--- config.mk ---
export PLATFORM = sky130hd
export DESIGN_NAME = acumulador_pontos
export DESIGN_NICKNAME = d
export VERILOG_FILES = /design/src/rtl/acumulador_pontos.sv
export SDC_FILE = /design/constraint.sdc
export NUM_CORES = 1
export LEC_CHECK = 0
export BUFFER_PORTS_ARGS = -buffer_cell sky130_fd_sc_hd__buf_2
export CAP_MARGIN = 40
export CORE_ASPECT_RATIO = 1.75
export CORE_MARGIN = 3
export CORE_UTILIZATION = 64
export DETAILED_ROUTE_END_ITERATION = 6
export PLACE_DENSITY = 0.94
export SYNTH_ARGS = -nofsm -noshare
export SYNTH_HDL_FRONTEND = slang
export SYNTH_SLANG_ARGS = --single-unit
--- constraint.sdc ---
create_clock -name clock -period 7.6 [get_ports clock]
set_input_delay 1.52 -clock clock [delete_from_list [all_inputs] [get_ports clock]]
set_output_delay 1.52 -clock clock [all_outputs]
set_load 0.01 [all_outputs]
--- src/rtl/acumulador_pontos.sv ---
// Game score accumulator: five-state pipeline computing round gain, combo multiplier and error penalty.
// Optional best-score tracking is enabled by defining ACUMULADOR_RECORDE_EN.
module acumulador_pontos #(
  parameter int unsigned W        = 8,
  parameter int unsigned RW       = 4,
  parameter int unsigned EW       = 8,
  parameter int unsigned BASE     = 4,
  parameter int unsigned PEN      = 2,
  parameter int unsigned MULT_MAX = 4
) (
  input  logic          clock,
  input  logic          reset_n,
  input  logic          calcular,
  input  logic          zerar,
  input  logic [RW-1:0] rodada,
  input  logic [EW-1:0] erros,
  output logic [W-1:0]  pontos,
  output logic [2:0]    multiplicador,
  output logic          ocupado,
  output logic          pronto,
  output logic          saturou,
  output logic [W-1:0]  recorde,
  output logic          novo_recorde
);

  localparam int unsigned SW = W + RW + EW + 8;
  localparam logic signed [SW-1:0] MAXV = {{(SW-W){1'b0}}, {W{1'b1}}};
  localparam logic [2:0] SEQ_MAX = 3'(MULT_MAX - 1);

  typedef enum logic [2:0] {S_OCIOSO, S_BASE, S_MULT, S_APLICA, S_PRONTO} estado_t;

  estado_t        estado_q, estado_d;
  logic [RW-1:0]  rodada_q, rodada_d;
  logic [EW-1:0]  erros_q, erros_d;
  logic [SW-1:0]  ganho_base_q, ganho_base_d;
  logic [SW-1:0]  perda_q, perda_d;
  logic [SW-1:0]  ganho_q, ganho_d;
  logic [2:0]     seq_next_q, seq_next_d;
  logic [2:0]     sequencia_q, sequencia_d;
  logic [2:0]     mult_q, mult_d;
  logic [W-1:0]   pontos_q, pontos_d;
  logic           ocupado_q, ocupado_d;
  logic           pronto_q, pronto_d;
  logic           saturou_q, saturou_d;
`ifdef ACUMULADOR_RECORDE_EN
  logic [W-1:0]   recorde_q, recorde_d;
  logic           novo_q, novo_d;
`endif

  logic signed [SW-1:0] soma_c;
  logic [W-1:0]         res_c;
  logic                 sat_c;

  // Signed sum and clamp to the unsigned score range
  always_comb begin
    soma_c = SW'(pontos_q) + ganho_q - perda_q;
    res_c  = W'(soma_c);
    sat_c  = 1'b0;
    if (soma_c[SW-1]) begin
      res_c = '0;
      sat_c = 1'b1;
    end else if (soma_c > MAXV) begin
      res_c = '1;
      sat_c = 1'b1;
    end
  end

  // Next-state and datapath; results land on the edge entering PRONTO so they show with pronto
  always_comb begin
    estado_d     = estado_q;
    rodada_d     = rodada_q;
    erros_d      = erros_q;
    ganho_base_d = ganho_base_q;
    perda_d      = perda_q;
    ganho_d      = ganho_q;
    seq_next_d   = seq_next_q;
    sequencia_d  = sequencia_q;
    mult_d       = mult_q;
    pontos_d     = pontos_q;
    pronto_d     = 1'b0;
    saturou_d    = 1'b0;
`ifdef ACUMULADOR_RECORDE_EN
    recorde_d    = recorde_q;
    novo_d       = 1'b0;
`endif
    case (estado_q)
      S_OCIOSO: begin
        if (calcular) begin
          estado_d = S_BASE;
          rodada_d = rodada;
          erros_d  = erros;
        end
      end
      S_BASE: begin
        ganho_base_d = (SW'(rodada_q) + SW'(1)) * SW'(BASE);
        perda_d      = SW'(erros_q) * SW'(PEN);
        if (erros_q != '0) seq_next_d = 3'd0;
        else if (sequencia_q >= SEQ_MAX) seq_next_d = SEQ_MAX;
        else seq_next_d = sequencia_q + 3'd1;
        estado_d = S_MULT;
      end
      S_MULT: begin
        ganho_d  = ganho_base_q * (SW'(seq_next_q) + SW'(1));
        estado_d = S_APLICA;
      end
      S_APLICA: begin
        pontos_d    = res_c;
        sequencia_d = seq_next_q;
        mult_d      = seq_next_q + 3'd1;
        pronto_d    = 1'b1;
        saturou_d   = sat_c;
`ifdef ACUMULADOR_RECORDE_EN
        if (res_c > recorde_q) begin
          recorde_d = res_c;
          novo_d    = 1'b1;
        end
`endif
        estado_d = S_PRONTO;
      end
      S_PRONTO: estado_d = S_OCIOSO;
      default:  estado_d = S_OCIOSO;
    endcase
    // Clear aborts anything in flight; the record survives
    if (zerar) begin
      estado_d    = S_OCIOSO;
      pontos_d    = '0;
      sequencia_d = 3'd0;
      mult_d      = 3'd1;
      pronto_d    = 1'b0;
      saturou_d   = 1'b0;
`ifdef ACUMULADOR_RECORDE_EN
      recorde_d   = recorde_q;
      novo_d      = 1'b0;
`endif
    end
    ocupado_d = (estado_d != S_OCIOSO);
  end

  always_ff @(posedge clock or negedge reset_n) begin
    if (!reset_n) begin
      estado_q     <= S_OCIOSO;
      rodada_q     <= '0;
      erros_q      <= '0;
      ganho_base_q <= '0;
      perda_q      <= '0;
      ganho_q      <= '0;
      seq_next_q   <= 3'd0;
      sequencia_q  <= 3'd0;
      mult_q       <= 3'd1;
      pontos_q     <= '0;
      ocupado_q    <= 1'b0;
      pronto_q     <= 1'b0;
      saturou_q    <= 1'b0;
`ifdef ACUMULADOR_RECORDE_EN
      recorde_q    <= '0;
      novo_q       <= 1'b0;
`endif
    end else begin
      estado_q     <= estado_d;
      rodada_q     <= rodada_d;
      erros_q      <= erros_d;
      ganho_base_q <= ganho_base_d;
      perda_q      <= perda_d;
      ganho_q      <= ganho_d;
      seq_next_q   <= seq_next_d;
      sequencia_q  <= sequencia_d;
      mult_q       <= mult_d;
      pontos_q     <= pontos_d;
      ocupado_q    <= ocupado_d;
      pronto_q     <= pronto_d;
      saturou_q    <= saturou_d;
`ifdef ACUMULADOR_RECORDE_EN
      recorde_q    <= recorde_d;
      novo_q       <= novo_d;
`endif
    end
  end

  assign pontos        = pontos_q;
  assign multiplicador = mult_q;
  assign ocupado       = ocupado_q;
  assign pronto        = pronto_q;
  assign saturou       = saturou_q;
`ifdef ACUMULADOR_RECORDE_EN
  assign recorde       = recorde_q;
  assign novo_recorde  = novo_q;
`else
  assign recorde       = '0;
  assign novo_recorde  = 1'b0;
`endif

endmodule

### Yosys cells after proc, flatten, opt, wreduce, memory -nomap -nowiden

Index checks and enable logic that the tools add are counted.
W data, S select, Z words.

* output and inout port bits: 23
* flip-flop bits (word level): 95

* multiplexer cells: 19
* $lt $le $gt $ge: 2
* reductions and logical operators: 5
* equality and inequality tests: 3
* add/subtract/negate cells: 6
* multiply operators: 1

Operator list (count)
* $mux W8: 4
* $add A8 B28 Y28: 1
* $gt A28 B9 Y1 const B: 1
* $sub A28 B9 Y28: 1
* $mul A26 B4 Y26: 1
* $mux W3: 8
* $pmux W3 S4: 1
* $reduce_bool A8 Y1: 1
* $add A3 B1 Y3 const B: 2
* $eq A3 B2 Y1 const B: 2
* $mux W1: 6
* $add A4 B1 Y5 const B: 1
* $add A3 B1 Y4 const B: 1
* $eq A3 B1 Y1 const B: 1
* $ge A3 B2 Y1 const B: 1
* $logic_not A3 Y1: 1
* $reduce_bool A3 Y1: 1
* $reduce_and A2 Y1: 1
* $reduce_bool A2 Y1: 1

### Depth between registers and ports, before layout

* depth in word-level cells: 7
* mapped depth: 14
* depth with buffers taken out: 14

### Worst setup path before layout

No wires, ideal clock.

* path kind: reg2reg
* start: reg seq_next_q[0]
* end: reg ganho_q[10]
* path buffers: 0
* required time: 7.465 ns
* stages on the path, launching flop included: 14
* slack: 4.125 ns
* arrival: 3.340 ns
* path through: dfrtp_1 -> ha_1 -> xor2_1 -> nand2_1 -> fa_1 -> fa_1 -> inv_1 -> fa_1 -> a21o_1 -> a21oi_1 -> o21bai_1 -> a21oi_1 -> xor2_1 -> o21ai_0

* word-level cells in the longest chain between the ends: 2

RTL lines
* start: declaration: line 38 `logic [2:0] seq_next_q, seq_next_d;`
* start signal: assignment: line 165 `seq_next_q <= seq_next_d;`
* $add A3 B1 Y4: line 103 `ganho_d = ganho_base_q * (SW'(seq_next_q) + SW'(1));`
* $mul A26 B4 Y26: line 103
* end signal: assignment: line 164 `ganho_q <= ganho_d;`
* end: declaration: line 37 `logic [SW-1:0] ganho_q, ganho_d;`

Every way passes these cells.
A chain may end at the register's enable or synchronous reset.

### Final worst setup path

Ends and elaborated chain as after synthesis.

==> run summary <==
status: completed
largest net degree at the start of global routing: 59
Gate Count Post-Synth: 387
Yosys Warn Count: 0
area delta synth->final: 10.9%
Routed Antenna Nets: 0
TritonCTS sink count: 58
sequential fraction of the synthesis area: 37.8%
minimum setup slack after placement: 3.80 ns
Avg Synthesized Cell Area: 9.92 um^2
Relative slew margins: 46.7%
critical path launch point type: flop
slew at the pin closest to its max-slew limit: 0.797 ns
PortBufs: 29
Async S/R FF share, synth: 100%
fin. max-slew vios: 0
die extent in y: 108 um
number of buffers inserted by post-CTS setup repair: 0
share of post-route cells with drive strength above 1: 20.5%
GR Util All Layers: 28.1%
iteration count of the initial detailed-routing pass: 5
number of enable-type register cells in the synthesized netlist: 0
via total after detailed routing: 2988
arrival time at the worst endpoint: 4.06 ns
WL per Instance: 17.6 um
largest fanout of any net on the critical path: 7
clock tree from TritonCTS: yes
count of inserted antenna diode cells: 0
TritonCTS Buffers: 9
Maximum Capacitance Violations: 0
CTS Root Buffer Type: sky130_fd_sc_hd__clkbuf_8
global-route wire length before repair: 14.7 mm
path depth of the worst reg2reg path: 13
number of hold violations in the final report: 0
f_max: 259 MHz
chip width: 64.6 um
Layout Nets: 479
type of the worst min-delay path: reg -> reg
fin cells: 500
placer's final routability congestion estimate: 0.929
maximum root-to-sink buffer count: 2
half-perimeter wire length after placement: 6.41 mm
final worst-path setup slack: 3.75 ns
number of core rows: 36
min cycle time layout: 3.85 ns
total wire length: 8.78 mm
DRC violation count after routing: 0
Most used DFF post-synth: sky130_fd_sc_hd__dfrtp_1
top library cells by usage in the layout, fill and taps aside: sky130_fd_sc_hd__dfrtp_1, sky130_fd_sc_hd__inv_1, sky130_fd_sc_hd__nand2_1, sky130_fd_sc_hd__ha_1, sky130_fd_sc_hd__buf_2
starting density of the core: 67.7%
most frequent standard cell in the layout excluding fill and tap cells: sky130_fd_sc_hd__dfrtp_1
RSZ-0062 raised after global routing: false
worst skew pair latency: 0.36 ns
Fin Clk Skew: 0.0133 ns
leakage dissipation: 2.10 nW
gr ovfl total: 0
required time at the worst-slack endpoint: 7.80 ns
worst ir drop on vdd: 224 uV
H-tree levels: 3
hold buffers post-CTS: 0
Synth Register Bits: 58
vias in the first global route: 3154
combined area of all synthesized cells: 3840 um^2
cell area power density: 383 nW/um^2
DR iter-0 viols: 237
post-cts resize count: 0
antenna violations before repair: 0
total I/O pin count: 39
die area: 7000 um^2
total core area: 5680 um^2
Worst setup EP type: flop
part of the cycle the worst path needs: 50.7%
average vias per placed instance: 5.98
reg-to-reg setup timing slack: 3.75 ns
post-synthesis cell type count: 56
clk slew on worst S/H paths: 0.06 ns
placed cell count: 485
sum of negative setup slack: 0 ns
type of the worst setup path: reg -> reg
Final setup viols: 0
cell depth of the worst min-delay path: 2
[logic make-up after synthesis]
family	synth area share, %
AND/OR/NAND/NOR	12.0
multiplexers	7.01
flip-flops	37.8
XOR/XNOR	3.39
AO/OA/AOI/OAI	15.8
buffers and inverters	7.33
adder cells (fa/ha/maj)	16.6
other	0.0977
[synthesized netlist by cell type (all sizes together) (3+ instances only)]
master,number,share of area [%]
mux2,23,6.7
a21oi,23,3.2
xnor2,9,2.2
a31oi,5,0.98
o211ai,10,2.3
nor2b,4,0.65
and2,5,0.81
buf,12,2.2
clkbuf,6,0.59
nor2,18,1.8
inv,47,4.6
nor4,3,0.49
ha,30,9.8
nand2b,4,0.65
nand2,39,3.8
o22ai,3,0.49
nor3,5,0.65
o21ai,25,3.6
xor2,5,1.1
dfrtp,57,37
a21o,6,1.2
fa,13,6.8
nand3,5,0.65
[critical path, cell delays in order (launching register included)]
cell	delay [ns]
sky130_fd_sc_hd__dfrtp_1	0.45
sky130_fd_sc_hd__ha_1	0.24
sky130_fd_sc_hd__xor2_1	0.36
sky130_fd_sc_hd__nand2_1	0.14
sky130_fd_sc_hd__fa_1	0.51
sky130_fd_sc_hd__fa_1	0.56
sky130_fd_sc_hd__inv_1	0.07
sky130_fd_sc_hd__fa_1	0.46
sky130_fd_sc_hd__a21o_1	0.18
sky130_fd_sc_hd__a21oi_1	0.23
sky130_fd_sc_hd__o21bai_1	0.10
sky130_fd_sc_hd__a21oi_1	0.18
sky130_fd_sc_hd__xor2_1	0.15
sky130_fd_sc_hd__o21ai_0	0.08
[flip-flops by register name, indices dropped and copies added, names as in the netlist]
name,count
ganho_q,10
erros_q,8
perda_q,8
pontos,8
ganho_base_q,5
rodada_q,4
estado_q,3
multiplicador,3
seq_next_q,3
sequencia_q,3
ocupado,1
pronto,1
saturou,1
[layout make-up]
| cell class | instances | area, um^2 |
|---|---|---|
| Multi-Input combinational cell | 272 | 2140 |
| Sequential cell | 58 | 1450 |
| Fill cell | 389 | 1420 |
| Inverter | 47 | 176 |
| Timing Repair Buffer | 32 | 168 |
| Clock buffer | 11 | 151 |
| Tap cell | 76 | 95.1 |
| Clock inverter | 4 | 75.1 |
[power breakdown]
group / internal [W] / switching, W
clock: 0.000200 / 0.000123
combinational: 0.000359 / 0.000502
sequential: 0.000382 / 0.0000660
total: 0.000941 / 0.000691
[worst paths after layout]
check                               from               to
max in group asynchronous        reset_n        pontos[7]
max                        seq_next_q[0]      ganho_q[10]
min reg2reg                   ganho_q[7]       ganho_q[7]
min in group asynchronous        reset_n  ganho_base_q[5]
min                           ganho_q[7]       ganho_q[7]
max reg2reg                seq_next_q[0]      ganho_q[10]
[layer usage]
metal | track usage, % | up-vias | wire length [um]
li1 | - | 1386 | -
met1 | 28.2 | 1460 | 3080
met2 | 51.0 | 107 | 4830
met3 | 6.55 | 35 | 383
met4 | 18.0 | 0 | 474
met5 | 0 | - | 0
[metrics by stage]
stage | cell area [um^2] | utilization, % | power, W | hold WS (ns)
2_1_floorplan | 3870 | - | 0.00109 | 0.450
3_3_place_gp | 4030 | 71.1 | 0.00124 | 0.467
3_5_place_dp | 4030 | 71.1 | 0.00128 | 0.471
4_1_cts | 4260 | 75.1 | 0.00162 | 0.493
5_1_grt | 4260 | 75.1 | 0.00174 | 0.524
6_report | 4260 | 75.1 | 0.00163 | 0.491
No activity file was read; power rests on OpenSTA's default activity.
